==> config.mk <==
export PLATFORM = sky130hd
export DESIGN_NAME = ce_delay_pipe
export DESIGN_NICKNAME = d
export VERILOG_FILES = /design/src/rtl/ce_delay_pipe.sv
export SDC_FILE = /design/constraint.sdc
export NUM_CORES = 1
export LEC_CHECK = 0
export CELL_PAD_IN_SITES_DETAIL_PLACEMENT = 2
export CELL_PAD_IN_SITES_GLOBAL_PLACEMENT = 2
export CORE_MARGIN = 2
export CORE_UTILIZATION = 35
export DETAILED_ROUTE_END_ITERATION = 10
export PLACE_DENSITY_LB_ADDON = 0.1
export SLEW_MARGIN = 40
export SYNTH_ARGS = -nofsm -noshare
export SYNTH_HDL_FRONTEND = slang
export SYNTH_SLANG_ARGS = --single-unit
==> constraint.sdc <==
create_clock -name CLK -period 1.85 [get_ports CLK]
set_input_delay 0.37 -clock CLK [delete_from_list [all_inputs] [get_ports CLK]]
set_output_delay 0.37 -clock CLK [all_outputs]
set_load 0.02 [all_outputs]
==> src/rtl/ce_delay_pipe.sv <==
// Stallable delay line of DEPTH registered stages with per-stage valid bits,
// an incremental occupancy count and a clamped combinational output tap.
module ce_delay_pipe #(
  parameter int WIDTH    = 4,
  parameter int DEPTH    = 4,
  parameter bit ZERO_INV = 1'b1,
  localparam int TW      = (DEPTH > 1) ? $clog2(DEPTH) : 1,
  localparam int OW      = $clog2(DEPTH + 1)
) (
  input  logic             CLK,
  input  logic             RST,
  input  logic             Ce,
  input  logic             Flush,
  input  logic [WIDTH-1:0] Din,
  input  logic             Vin,
  input  logic [TW-1:0]    Tap,
  output logic [WIDTH-1:0] Dout,
  output logic             Vout,
  output logic [OW-1:0]    Occ
);

  logic [WIDTH-1:0] data_q [DEPTH];
  logic [DEPTH-1:0] valid_q;
  logic [OW-1:0]    occ_q;

  logic [TW-1:0]    tap_eff;
  logic [WIDTH-1:0] sel_data;
  logic             sel_valid;

  // NOTE: sequential state uses non-blocking assignments so every stage
  // samples its neighbour's pre-edge value; blocking would collapse the chain.
  // NOTE: the data registers are cleared on reset and flush because an
  // invalid stage may still be shown raw when ZERO_INV is 0.
  always_ff @(posedge CLK) begin
    if (RST || Flush) begin
      for (int k = 0; k < DEPTH; k++) begin
        data_q[k] <= '0;
      end
      valid_q <= '0;
      occ_q   <= '0;
    end else if (Ce) begin
      data_q[0]  <= Din;
      valid_q[0] <= Vin;
      for (int k = 1; k < DEPTH; k++) begin
        data_q[k]  <= data_q[k-1];
        valid_q[k] <= valid_q[k-1];
      end
      // One word enters and one leaves per advance, so the count stays in range.
      occ_q <= occ_q + OW'(Vin) - OW'(valid_q[DEPTH-1]);
    end
  end

  // A power-of-two depth fills the tap range exactly, so no clamp is needed.
  generate
    if (DEPTH == (1 << TW)) begin : g_tap_full
      assign tap_eff = Tap;
    end else begin : g_tap_clamp
      localparam logic [TW-1:0] LAST = TW'(DEPTH - 1);
      assign tap_eff = (Tap > LAST) ? LAST : Tap;
    end
  endgenerate

  // NOTE: defaults come first so every path assigns the outputs and no latch
  // is inferred from the search loop.
  always_comb begin
    sel_data  = '0;
    sel_valid = 1'b0;
    for (int k = 0; k < DEPTH; k++) begin
      if (TW'(k) == tap_eff) begin
        sel_data  = data_q[k];
        sel_valid = valid_q[k];
      end
    end
  end

  assign Vout = sel_valid;
  assign Dout = (ZERO_INV && !sel_valid) ? '0 : sel_data;
  assign Occ  = occ_q;

endmodule

==> results of run 1 <==
final cells by class:
cell class / instances / area share (%)
well taps: 33 / 2.976
repair buffers: 29 / 18.94
multi-input cells: 44 / 29.94
clock inverters: 1 / 0.3607
flip-flops and latches: 23 / 45.09
clock buffers: 3 / 1.623
inverters: 4 / 1.082
what timing repair did:
item                                    4_1_cts  5_1_grt
pin swaps                                     4        0
hold buffers                                  0        0
setup buffers                                 1        0
endpoints found under the hold margin         0        0
endpoints found under the setup margin        5        8
resized for setup                            43        8
worst max-delay path, delay by kind of cell, from the launching register on:
kind / cells / cell delay [ns]
buffers and inverters: 1 / 0.12
flip-flops: 1 / 0.45
multiplexers: 1 / 0.46
AND/OR/NAND/NOR: 1 / 0.15
path summary, 6_finish.rpt:
| path | to | startpoint | slack, ns |
|---|---|---|---|
| max | Dout[2] | data_q[0][2] | -0.03 |
| min reg2reg | Occ[2] | Occ[2] | 0.50 |
| max reg2reg | Occ[2] | valid_q[3] | 0.05 |
| min | Occ[2] | Occ[2] | 0.50 |
where the power goes:
group	internal [µW]	leakage, µW	total [µW]	switching [µW]
Combinational	51.6	0.000376	90.8	39.2
Clock	81.0	0.0000177	244	163
Sequential	568	0.000244	580	11.4
Total	701	0.000638	914	214
routing by layer:
layer	track usage, %	wire [µm]
met1	21.89	1119
met2	26.53	1160
met3	3.493	98
met4	7.792	42
met5	0	0
cell families (layout without fill, tap and decap cells):
logic type	after synthesis	after routing	synth area share (%)
AND/OR/NAND/NOR	28	28	16.32
flip-flops	23	23	57.81
buffers and inverters	8	37	3.496
AO/OA/AOI/OAI	6	6	4.545
multiplexers	6	6	12.82
adder cells (fa/ha/maj)	3	3	4.196
XOR/XNOR	1	1	0.8160
per-stage QoR:
stage          instances  area (µm²)
3_3_place_gp         132        1348
5_1_grt              137        1388
4_1_cts              137        1383
2_1_floorplan         75        1074
3_5_place_dp         132        1348
6_report             137        1388
state kept, by name, summed over array words and instances, names as in the netlist:
signal / cells
valid_q: 4
data_q: 16
Occ: 3
layout by cell type (no fill, tap or decap):
master                            Yosys  routed
sky130_fd_sc_hd__nor3_1               1       1
sky130_fd_sc_hd__clkdlybuf4s50_1      0      10
sky130_fd_sc_hd__xor2_1               1       1
sky130_fd_sc_hd__dlygate4sd2_1        0       1
sky130_fd_sc_hd__o21ai_0              1       1
sky130_fd_sc_hd__dlymetal6s2s_1       0       1
sky130_fd_sc_hd__nand2_1              4       4
sky130_fd_sc_hd__mux4_2               1       5
sky130_fd_sc_hd__and2_4               0       4
sky130_fd_sc_hd__or3_1                1       1
sky130_fd_sc_hd__buf_4                0      10
sky130_fd_sc_hd__and2_2               1       1
sky130_fd_sc_hd__clkinv_2             0       1
sky130_fd_sc_hd__nor2_1               1       1
sky130_fd_sc_hd__mux2i_1              1       1
sky130_fd_sc_hd__and3_2              10      10
sky130_fd_sc_hd__inv_1                4       3
sky130_fd_sc_hd__inv_2                0       1
sky130_fd_sc_hd__ha_1                 2       1
sky130_fd_sc_hd__clkbuf_4             0       3
sky130_fd_sc_hd__buf_6                1       5
sky130_fd_sc_hd__buf_2                0       2
sky130_fd_sc_hd__a22o_1               5       5
sky130_fd_sc_hd__ha_2                 0       1
sky130_fd_sc_hd__dfxtp_2              0       4
sky130_fd_sc_hd__dfxtp_1              7       3
sky130_fd_sc_hd__and3_1               6       6
sky130_fd_sc_hd__fa_2                 0       1
sky130_fd_sc_hd__edfxtp_1            16      16
==> impl_metrics.xml, run 1 <==
<?xml version="1.0" encoding="UTF-8"?>
<metrics>
  <group name="global_routing">
    <metric name="grtUsageTotal" unit="%">16.74</metric>
    <metric name="number_of_antenna_violations_at_the_first_check_in_global_routing" unit="">0</metric>
    <metric name="first_global_vias" unit="">839</metric>
    <metric name="grt.overflow.total" unit="">0</metric>
    <metric name="first_pass_grt_wire_length" unit="mm">4.146</metric>
    <metric name="grt_start_max_net_pins" unit="">20</metric>
  </group>
  <group name="route">
    <metric name="route.final.wire_length" unit="mm">2.420</metric>
    <metric name="detail_route.iter0.violations" unit="">12</metric>
    <metric name="routed-via-count" unit="">741</metric>
    <metric name="route.detailed.wl_per_inst" unit="µm">17.66</metric>
    <metric name="final_antenna_violating_net_count" unit="">0</metric>
    <metric name="firstDrtPassIters" unit="">4</metric>
    <metric name="avgViaCountPerCell" unit="">5.409</metric>
    <metric name="drc" unit="">0</metric>
  </group>
  <group name="logic_synthesis">
    <metric name="synth_commonest_cells" unit="">sky130_fd_sc_hd__edfxtp_1, sky130_fd_sc_hd__and3_2, sky130_fd_sc_hd__dfxtp_1</metric>
    <metric name="synth.distinct_cells" unit="">21</metric>
    <metric name="synth_top_area_cell" unit="">sky130_fd_sc_hd__edfxtp_1</metric>
    <metric name="syn-instance-count" unit="">75</metric>
    <metric name="post_synth_instance_area" unit="mm²">0.001074</metric>
    <metric name="ys_async_sr_fraction" unit="%">0</metric>
    <metric name="synth_sequential_area_ratio" unit="%">57.81</metric>
    <metric name="synth.top_cells.by_area" unit="">sky130_fd_sc_hd__edfxtp_1, sky130_fd_sc_hd__dfxtp_1, sky130_fd_sc_hd__mux4_1</metric>
    <metric name="synthesis.nets" unit="">89</metric>
    <metric name="number_of_synthesized_flops_with_an_enable_pin" unit="">16</metric>
    <metric name="synth.yosys.warnings" unit="">0</metric>
    <metric name="synth-seq-cells" unit="">23</metric>
    <metric name="synth.avg_cell_area" unit="µm²">14.31</metric>
    <metric name="yosysTopAreaCellShare" unit="%">44.76</metric>
    <metric name="yosys_most_used_dff" unit="">sky130_fd_sc_hd__edfxtp_1</metric>
    <metric name="yosysMostFrequentCell" unit="">sky130_fd_sc_hd__edfxtp_1</metric>
  </group>
  <group name="cells_and_area">
    <metric name="layout.filler_cells" unit="">294</metric>
    <metric name="area.sequential" unit="µm²">625.6</metric>
    <metric name="area_of_combinational_cells_with_multiple_inputs" unit="µm²">415.4</metric>
    <metric name="areaGrowthSynthToFinish" unit="%">29.25</metric>
    <metric name="fraction_of_final_layout_cells_sized_beyond_drive_strength_1" unit="%">46.15</metric>
    <metric name="final_util" unit="%">46.60</metric>
    <metric name="antenna_cells" unit="">0</metric>
    <metric name="finish.net_count" unit="">119</metric>
  </group>
  <group name="placed_design">
    <metric name="hpwlAfterDp" unit="mm">1.801</metric>
    <metric name="detailedPlace.worstSlack" unit="ns">-0.8389</metric>
    <metric name="globalplace.congestion" unit="">0.6329</metric>
    <metric name="port_buffers" unit="">18</metric>
  </group>
  <group name="sta">
    <metric name="final_hold_viol_count" unit="">0</metric>
    <metric name="grt_setup_unrepaired" unit="">yes</metric>
    <metric name="fin_ws" unit="ns">-0.02999</metric>
    <metric name="tightestPinTransition" unit="ns">0.6510</metric>
    <metric name="whs" unit="ns">0.4961</metric>
    <metric name="slew_headroom" unit="%">56.55</metric>
    <metric name="finalCriticalPeriod" unit="ns">1.880</metric>
    <metric name="max_freq" unit="MHz">531.9</metric>
    <metric name="finalMaxSlewViolations" unit="">0</metric>
    <metric name="fin_skew" unit="ns">0.009492</metric>
    <metric name="fin_tns_setup" unit="ns">-0.09794</metric>
    <metric name="report.final.setup_viol" unit="">4</metric>
    <metric name="fin_crit_sh" unit="%">101.6</metric>
  </group>
  <group name="status">
    <metric name="run_status" unit="">complete, but fails checks</metric>
    <metric name="violations" unit="">negative setup slack</metric>
  </group>
  <group name="setup_path">
    <metric name="worst-path-max-fanout" unit="">2</metric>
    <metric name="crit_slowest_cell" unit="">sky130_fd_sc_hd__mux4_2</metric>
    <metric name="setup.worst_path.class" unit="">reg2out</metric>
    <metric name="worstSetupStartpointType" unit="">register</metric>
    <metric name="worst_ep_required_time" unit="ns">1.48</metric>
    <metric name="critical_path.max_stage_delay" unit="ns">0.46</metric>
    <metric name="crit_chain" unit="">mux4_2, and2_4, buf_6</metric>
    <metric name="critPathArrivalTime" unit="ns">1.51</metric>
    <metric name="end_kind" unit="">output pin</metric>
    <metric name="r2r_cells" unit="">9</metric>
  </group>
  <group name="clock_tree">
    <metric name="cts.clk_slew.worst_paths" unit="ns">0.14</metric>
    <metric name="clock_tree.buffer_depth" unit="">2</metric>
    <metric name="cts_max_level" unit="">1</metric>
    <metric name="clock_sinks" unit="">23</metric>
    <metric name="cts_made_buffers" unit="">3</metric>
    <metric name="tritoncts" unit="">done</metric>
    <metric name="clock_latency" unit="ns">0.32</metric>
    <metric name="clk_root_buffer_cell" unit="">sky130_fd_sc_hd__clkbuf_4</metric>
  </group>
  <group name="pwr">
    <metric name="power.total" unit="µW">914.4</metric>
    <metric name="total_leakage_power" unit="µW">0.0006377</metric>
    <metric name="p_per_area" unit="mW/mm²">659.0</metric>
    <metric name="ir_drop" unit="µV">286.0</metric>
  </group>
  <group name="floorplan">
    <metric name="start_util" unit="%">36.05</metric>
    <metric name="floorplan.rows" unit="">20</metric>
    <metric name="fp.dieW" unit="µm">59.38</metric>
    <metric name="floorplan_core_area" unit="mm²">0.002978</metric>
    <metric name="fp.dieH" unit="µm">59.38</metric>
    <metric name="boundaryPins" unit="">19</metric>
    <metric name="floorplan.die_area" unit="mm²">0.003526</metric>
  </group>
  <group name="min_path">
    <metric name="hold_depth" unit="">2</metric>
    <metric name="worst_hold_path_type" unit="">reg2reg</metric>
  </group>
  <group name="job">
    <metric name="maxCapViolations" unit="">0</metric>
  </group>
</metrics>
Power figures use the tool's default switching activity.
==> inputs of run 2 (changes only) <==
- CELL_PAD_IN_SITES_DETAIL_PLACEMENT: 2 -> 0
- CELL_PAD_IN_SITES_GLOBAL_PLACEMENT: 2 -> 1
- CORE_UTILIZATION: 35 -> 41
- PLACE_DENSITY: default -> 0.74
- PLACE_DENSITY_LB_ADDON: 0.1 -> default
==> run 2 against run 1 <==
Clock power fell by 6%. The flow now finishes without violations. Design area fell by 2.5%. Critical path depth did not move. Sequential power barely moved. Final cell count fell by 3.6%. Register-to-register slack improved by 0.07 ns. Flip-flop and latch count did not move. Non-clock buffer count fell by 2.
==> impl_metrics.xml, run 2 (synthesis results as in run 1) <==
<?xml version="1.0" encoding="UTF-8"?>
<metrics>
  <group name="floorplan">
    <metric name="floorplan.die_area" unit="mm²">0.003044</metric>
    <metric name="fp.dieW" unit="µm">55.17</metric>
    <metric name="fp.dieH" unit="µm">55.17</metric>
    <metric name="floorplan_core_area" unit="mm²">0.002477</metric>
    <metric name="start_util" unit="%">43.33</metric>
    <metric name="floorplan.rows" unit="">18</metric>
    <metric name="boundaryPins" unit="">19</metric>
  </group>
  <group name="cells_and_area">
    <metric name="fraction_of_final_layout_cells_sized_beyond_drive_strength_1" unit="%">38.24</metric>
    <metric name="layout.filler_cells" unit="">238</metric>
    <metric name="antenna_cells" unit="">0</metric>
    <metric name="layout.cells.most_common" unit="">sky130_fd_sc_hd__edfxtp_1</metric>
    <metric name="areaGrowthSynthToFinish" unit="%">25.99</metric>
    <metric name="top_register" unit="">data_q</metric>
    <metric name="largest_register_ff_count" unit="">16</metric>
    <metric name="finish.net_count" unit="">117</metric>
    <metric name="final_cell_area" unit="mm²">0.001353</metric>
    <metric name="top_library_cells_by_usage_in_the_layout_fill_and_taps_aside" unit="">sky130_fd_sc_hd__edfxtp_1, sky130_fd_sc_hd__clkdlybuf4s50_1, sky130_fd_sc_hd__and3_2, sky130_fd_sc_hd__buf_4</metric>
  </group>
  <group name="sta">
    <metric name="finalCriticalPeriod" unit="ns">1.846</metric>
    <metric name="tightestPinTransition" unit="ns">0.6009</metric>
    <metric name="grt_setup_unrepaired" unit="">yes</metric>
    <metric name="whs" unit="ns">0.4903</metric>
    <metric name="report.final.setup_viol" unit="">0</metric>
    <metric name="fin_skew" unit="ns">0.008450</metric>
    <metric name="max_freq" unit="MHz">541.7</metric>
    <metric name="slew_headroom" unit="%">59.90</metric>
    <metric name="fin_crit_sh" unit="%">99.79</metric>
    <metric name="final_hold_viol_count" unit="">0</metric>
    <metric name="finalMaxSlewViolations" unit="">0</metric>
  </group>
  <group name="global_routing">
    <metric name="number_of_antenna_violations_at_the_first_check_in_global_routing" unit="">0</metric>
    <metric name="first_pass_grt_wire_length" unit="mm">2.967</metric>
    <metric name="grtUsageTotal" unit="%">14.34</metric>
    <metric name="first_global_vias" unit="">666</metric>
    <metric name="grt.overflow.total" unit="">0</metric>
    <metric name="grt_start_max_net_pins" unit="">20</metric>
  </group>
  <group name="pwr">
    <metric name="combinationalPowerShare" unit="%">9.3</metric>
    <metric name="total_switching_power" unit="µW">190.2</metric>
    <metric name="ir_drop" unit="µV">452.3</metric>
    <metric name="seq_power_share" unit="%">65.0</metric>
    <metric name="power.total" unit="µW">889.2</metric>
    <metric name="power_frac_clock" unit="%">25.7</metric>
    <metric name="p_per_area" unit="mW/mm²">657.4</metric>
    <metric name="total_leakage_power" unit="µW">0.0006069</metric>
    <metric name="cellInternalPower" unit="µW">699.0</metric>
    <metric name="sw_frac_of_total" unit="%">21.39</metric>
  </group>
  <group name="setup_path">
    <metric name="critPathArrivalTime" unit="ns">1.48</metric>
    <metric name="crit-reg2reg-launch" unit="">valid_q[3]</metric>
    <metric name="r2r_cells" unit="">9</metric>
    <metric name="endpoint_of_the_most_critical_register_to_register_path" unit="">Occ[2]</metric>
    <metric name="worst-path-max-fanout" unit="">2</metric>
    <metric name="critPathLaunch" unit="">data_q[1][3]</metric>
    <metric name="timing.reg2reg.setup_slack" unit="ns">0.12</metric>
    <metric name="timing.critical_path.to" unit="">Dout[3]</metric>
    <metric name="worstSetupStartpointType" unit="">register</metric>
    <metric name="end_kind" unit="">output pin</metric>
    <metric name="setup.worst_path.class" unit="">reg2out</metric>
    <metric name="worst_ep_required_time" unit="ns">1.48</metric>
  </group>
  <group name="clock_tree">
    <metric name="clock_sinks" unit="">23</metric>
    <metric name="cts_max_level" unit="">1</metric>
    <metric name="clock_latency" unit="ns">0.30</metric>
    <metric name="clk_root_buffer_cell" unit="">sky130_fd_sc_hd__clkbuf_4</metric>
    <metric name="clock_tree.buffer_depth" unit="">2</metric>
    <metric name="cts_made_buffers" unit="">3</metric>
    <metric name="cts-hold-fix-buffers" unit="">0</metric>
    <metric name="tritoncts" unit="">done</metric>
    <metric name="cts.clk_slew.worst_paths" unit="ns">0.12</metric>
  </group>
  <group name="placed_design">
    <metric name="dpl-instance-area" unit="mm²">0.001329</metric>
    <metric name="port_buffers" unit="">18</metric>
    <metric name="globalplace.congestion" unit="">0.7391</metric>
    <metric name="hpwlAfterDp" unit="mm">1.367</metric>
  </group>
  <group name="route">
    <metric name="avgViaCountPerCell" unit="">5.182</metric>
    <metric name="firstDrtPassIters" unit="">4</metric>
    <metric name="route.final.wire_length" unit="mm">1.906</metric>
    <metric name="final_antenna_violating_net_count" unit="">0</metric>
    <metric name="route.detailed.wl_per_inst" unit="µm">14.44</metric>
    <metric name="detail_route.iter0.violations" unit="">12</metric>
    <metric name="routed-via-count" unit="">684</metric>
    <metric name="drc" unit="">0</metric>
  </group>
  <group name="job">
    <metric name="maxCapViolations" unit="">0</metric>
  </group>
  <group name="min_path">
    <metric name="worst_hold_path_type" unit="">reg2reg</metric>
    <metric name="min_from" unit="">Occ[2]</metric>
  </group>
  <group name="status">
    <metric name="run_status" unit="">finished clean</metric>
  </group>
</metrics>
run 2: routing by layer:
layer | GRT usage [%] | part of all wire (%) | vias up
met5 | 0 | 0 | -
met4 | 7.317 | 1.0 | 0
met3 | 2.419 | 3.8 | 2
met2 | 22.82 | 47 | 14
met1 | 18.85 | 48 | 331
li1 | - | - | 337
run 2: cell type report:
type                       count  area (µm²)  area share (%)
tap                           30       37.54           2.775
clock buffer                   4       26.28           1.943
multi-input combinational     44       410.4           30.34
timing repair buffer          27       241.5           17.85
sequential                    23       621.8           45.98
inverter                       4       15.01           1.110
run 2: how the worst min path moves through the flow:
stage	slack [ns]	end	depth (start not counted)
after floorplan	0.46	valid_q[3]	1
after global routing	0.54	Occ[2]	2
after CTS	0.49	Occ[2]	2
after global placement	0.46	Occ[2]	2
final	0.49	Occ[2]	2
after detailed placement	0.47	Occ[2]	2
run 2: repair_timing:
| action | CTS | global route |
|---|---|---|
| buffers inserted | 0 | 1 |
| endpoints found under the setup margin | 5 | 6 |
| gates resized for setup | 41 | 2 |
| pin swaps | 3 | 1 |
run 2: critical path, stage by stage (launching register included):
cell and delay (ns):
sky130_fd_sc_hd__edfxtp_1 0.43, sky130_fd_sc_hd__mux4_2 0.45, sky130_fd_sc_hd__and2_1 0.17, sky130_fd_sc_hd__buf_6 0.13
run 2: through the flow:
| step | setup WS (ns) | setup TNS (ns) | util [%] | instances |
|---|---|---|---|---|
| after global placement | -0.7814 | -3.806 | 53.64 | 127 |
| after detailed placement | -0.8109 | -3.960 | 53.64 | 127 |
| final | 0.003876 | 0 | 54.60 | 132 |
| after global routing | -0.04627 | -0.1971 | 54.60 | 132 |
| after CTS | -0.007370 | -0.01451 | 54.44 | 131 |
| after floorplan | 0.04006 | 0 | - | 75 |
run 2: power groups by stage:
stage	clock network, µW	logic, µW	registers (µW)
after floorplan	0	41.4	585
after global placement	0	79.9	587
after detailed placement	0	82.0	589
after CTS	232	82.6	578
after global routing	246	89.3	580
final	229	82.5	578
==> inputs of run 3 (changes only) <==
- CORE_ASPECT_RATIO: default -> 0.7
- GPL_TIMING_DRIVEN: default -> 1
==> run 3 against run 2 <==
Sequential share of layout area decreased by 1.3 points. Routed wire length decreased by 2.4%. Flip-flop and latch count unchanged. Highest routed layer unchanged. Design area increased by 2.8%. Clock power increased by 35%.
==> impl_metrics.xml, run 3 (synthesis results as in run 1) <==
<?xml version="1.0" encoding="UTF-8"?>
<metrics>
  <group name="min_path">
    <metric name="min_from" unit="">Occ[2]</metric>
    <metric name="worst_hold_path_type" unit="">reg2reg</metric>
    <metric name="hold_depth" unit="">2</metric>
  </group>
  <group name="setup_path">
    <metric name="crit_chain" unit="">mux4_2, and2_4, buf_6</metric>
    <metric name="timing.critical_path.to" unit="">Dout[0]</metric>
    <metric name="critPathLaunch" unit="">data_q[0][0]</metric>
    <metric name="worstSetupStartpointType" unit="">register</metric>
    <metric name="timing.critical_path.max_delay_family" unit="">multiplexers</metric>
    <metric name="crit_buf_inv" unit="">1</metric>
    <metric name="endpoint_of_the_most_critical_register_to_register_path" unit="">Occ[2]</metric>
    <metric name="critPathArrivalTime" unit="ns">1.42</metric>
    <metric name="critical_path.max_stage_delay" unit="ns">0.46</metric>
    <metric name="worst_ep_required_time" unit="ns">1.48</metric>
    <metric name="r2r_cells" unit="">9</metric>
    <metric name="timing.reg2reg.setup_slack" unit="ns">0.08</metric>
    <metric name="crit_slowest_cell" unit="">sky130_fd_sc_hd__mux4_2</metric>
    <metric name="crit-reg2reg-launch" unit="">valid_q[3]</metric>
    <metric name="worst-path-max-fanout" unit="">2</metric>
    <metric name="setup.worst_path.class" unit="">reg2out</metric>
    <metric name="path_depth" unit="">3</metric>
    <metric name="end_kind" unit="">output pin</metric>
  </group>
  <group name="clock_tree">
    <metric name="clock_sinks" unit="">23</metric>
    <metric name="clock_tree.buffer_depth" unit="">2</metric>
    <metric name="cts-hold-fix-buffers" unit="">0</metric>
    <metric name="cts_max_level" unit="">1</metric>
    <metric name="tritoncts" unit="">done</metric>
    <metric name="clk_root_buffer_cell" unit="">sky130_fd_sc_hd__clkbuf_8</metric>
    <metric name="clock_latency" unit="ns">0.26</metric>
    <metric name="cts.clk_slew.worst_paths" unit="ns">0.08</metric>
    <metric name="cts_made_buffers" unit="">3</metric>
  </group>
  <group name="sta">
    <metric name="tightestPinTransition" unit="ns">0.6313</metric>
    <metric name="finalCriticalPeriod" unit="ns">1.792</metric>
    <metric name="fin_ws" unit="ns">0.05768</metric>
    <metric name="max_freq" unit="MHz">557.9</metric>
    <metric name="fin_skew" unit="ns">0.006183</metric>
    <metric name="fin_tns_setup" unit="ns">0</metric>
    <metric name="whs" unit="ns">0.4872</metric>
    <metric name="finalMaxSlewViolations" unit="">0</metric>
    <metric name="fin_crit_sh" unit="%">96.88</metric>
    <metric name="grt_setup_unrepaired" unit="">yes</metric>
    <metric name="slew_headroom" unit="%">57.87</metric>
    <metric name="report.final.setup_viol" unit="">0</metric>
    <metric name="final_hold_viol_count" unit="">0</metric>
  </group>
  <group name="route">
    <metric name="firstDrtPassIters" unit="">4</metric>
    <metric name="route.final.wire_length" unit="mm">1.861</metric>
    <metric name="routed-via-count" unit="">665</metric>
    <metric name="drc" unit="">0</metric>
    <metric name="detail_route.iter0.violations" unit="">37</metric>
    <metric name="final_antenna_violating_net_count" unit="">0</metric>
    <metric name="avgViaCountPerCell" unit="">4.854</metric>
    <metric name="route.detailed.wl_per_inst" unit="µm">13.58</metric>
  </group>
  <group name="floorplan">
    <metric name="fp.dieH" unit="µm">46.81</metric>
    <metric name="floorplan_core_area" unit="mm²">0.002477</metric>
    <metric name="fp.dieW" unit="µm">65.16</metric>
    <metric name="start_util" unit="%">43.33</metric>
    <metric name="floorplan.rows" unit="">15</metric>
    <metric name="boundaryPins" unit="">19</metric>
    <metric name="floorplan.die_area" unit="mm²">0.003050</metric>
  </group>
  <group name="pwr">
    <metric name="ir_drop" unit="µV">540.6</metric>
    <metric name="total_leakage_power" unit="µW">0.0006210</metric>
    <metric name="p_per_area" unit="mW/mm²">699.7</metric>
  </group>
  <group name="cells_and_area">
    <metric name="finish.net_count" unit="">118</metric>
    <metric name="final-instance-count-excl-fill" unit="">137</metric>
    <metric name="largest_register_ff_count" unit="">16</metric>
    <metric name="areaGrowthSynthToFinish" unit="%">29.49</metric>
    <metric name="antenna_cells" unit="">0</metric>
    <metric name="fraction_of_final_layout_cells_sized_beyond_drive_strength_1" unit="%">36.89</metric>
    <metric name="top_library_cells_by_usage_in_the_layout_fill_and_taps_aside" unit="">sky130_fd_sc_hd__edfxtp_1, sky130_fd_sc_hd__clkdlybuf4s50_1, sky130_fd_sc_hd__and3_2, sky130_fd_sc_hd__buf_4, sky130_fd_sc_hd__dfxtp_1</metric>
    <metric name="top_register" unit="">data_q</metric>
    <metric name="layout.cells.most_common" unit="">sky130_fd_sc_hd__edfxtp_1</metric>
    <metric name="final_util" unit="%">56.11</metric>
  </group>
  <group name="global_routing">
    <metric name="first_pass_grt_wire_length" unit="mm">3.105</metric>
    <metric name="grt_start_max_net_pins" unit="">20</metric>
    <metric name="number_of_antenna_violations_at_the_first_check_in_global_routing" unit="">0</metric>
    <metric name="first_global_vias" unit="">630</metric>
    <metric name="grtUsageTotal" unit="%">14.39</metric>
    <metric name="grt.overflow.total" unit="">0</metric>
  </group>
  <group name="placed_design">
    <metric name="hpwlAfterDp" unit="mm">1.297</metric>
    <metric name="detailedPlace.worstSlack" unit="ns">-0.8069</metric>
    <metric name="globalplace.congestion" unit="">0.7035</metric>
    <metric name="port_buffers" unit="">18</metric>
    <metric name="dp.cells" unit="">132</metric>
  </group>
  <group name="job">
    <metric name="maxCapViolations" unit="">0</metric>
  </group>
  <group name="status">
    <metric name="run_status" unit="">finished clean</metric>
  </group>
</metrics>
[run 3: where the power goes]
| group | leakage (µW) | total, µW | switching (µW) | internal, µW |
|---|---|---|---|---|
| logic | 0.000356 | 85.9 | 36.4 | 49.5 |
| clock network | 0.0000228 | 309 | 155 | 154 |
| registers | 0.000242 | 578 | 10.4 | 568 |
[run 3: worst register-to-register path: stages (launching register included)]
cell	delay [ns]
sky130_fd_sc_hd__dfxtp_1	0.32
sky130_fd_sc_hd__buf_4	0.13
sky130_fd_sc_hd__ha_1	0.26
sky130_fd_sc_hd__inv_1	0.05
sky130_fd_sc_hd__ha_1	0.13
sky130_fd_sc_hd__inv_1	0.04
sky130_fd_sc_hd__fa_1	0.36
sky130_fd_sc_hd__xor2_1	0.15
sky130_fd_sc_hd__nand2_1	0.08
sky130_fd_sc_hd__mux2i_1	0.18
[run 3: area by class of cell]
| type | instances | area [µm²] |
|---|---|---|
| inverters | 4 | 15.01 |
| well taps | 34 | 42.54 |
| fillers | 223 | 1087 |
| repair buffers | 28 | 256.5 |
| multi-input cells | 44 | 410.4 |
| flip-flops and latches | 23 | 620.6 |
| clock buffers | 4 | 45.04 |
[run 3: timing repair]
action,CTS,global route
setup endpoints to repair,5,5
setup buffers,1,0
gates resized for setup,27,14
pin swaps,0,4
[run 3: through the flow]
stage	total power (µW)	instance area, µm²
floorplan	626.3	1074
global placement	669.4	1341
detailed placement	673.0	1341
CTS	977.6	1351
global route	1015	1390
finish	972.6	1390
[run 3: worst min path at each step]
stage | endpoint
floorplan | valid_q[3]
global placement | Occ[2]
finish | Occ[2]
global route | Occ[2]
CTS | Occ[2]
detailed placement | Occ[2]
[run 3: per-layer routing]
| layer | up-vias | wire length [µm] | global-route usage, % |
|---|---|---|---|
| met1 | 303 | 971 | 20.81 |
| met5 | - | 0 | 0 |
| met2 | 23 | 737 | 21.02 |
| li1 | 337 | - | - |
| met3 | 2 | 141 | 5.036 |
| met4 | 0 | 11 | 3.750 |
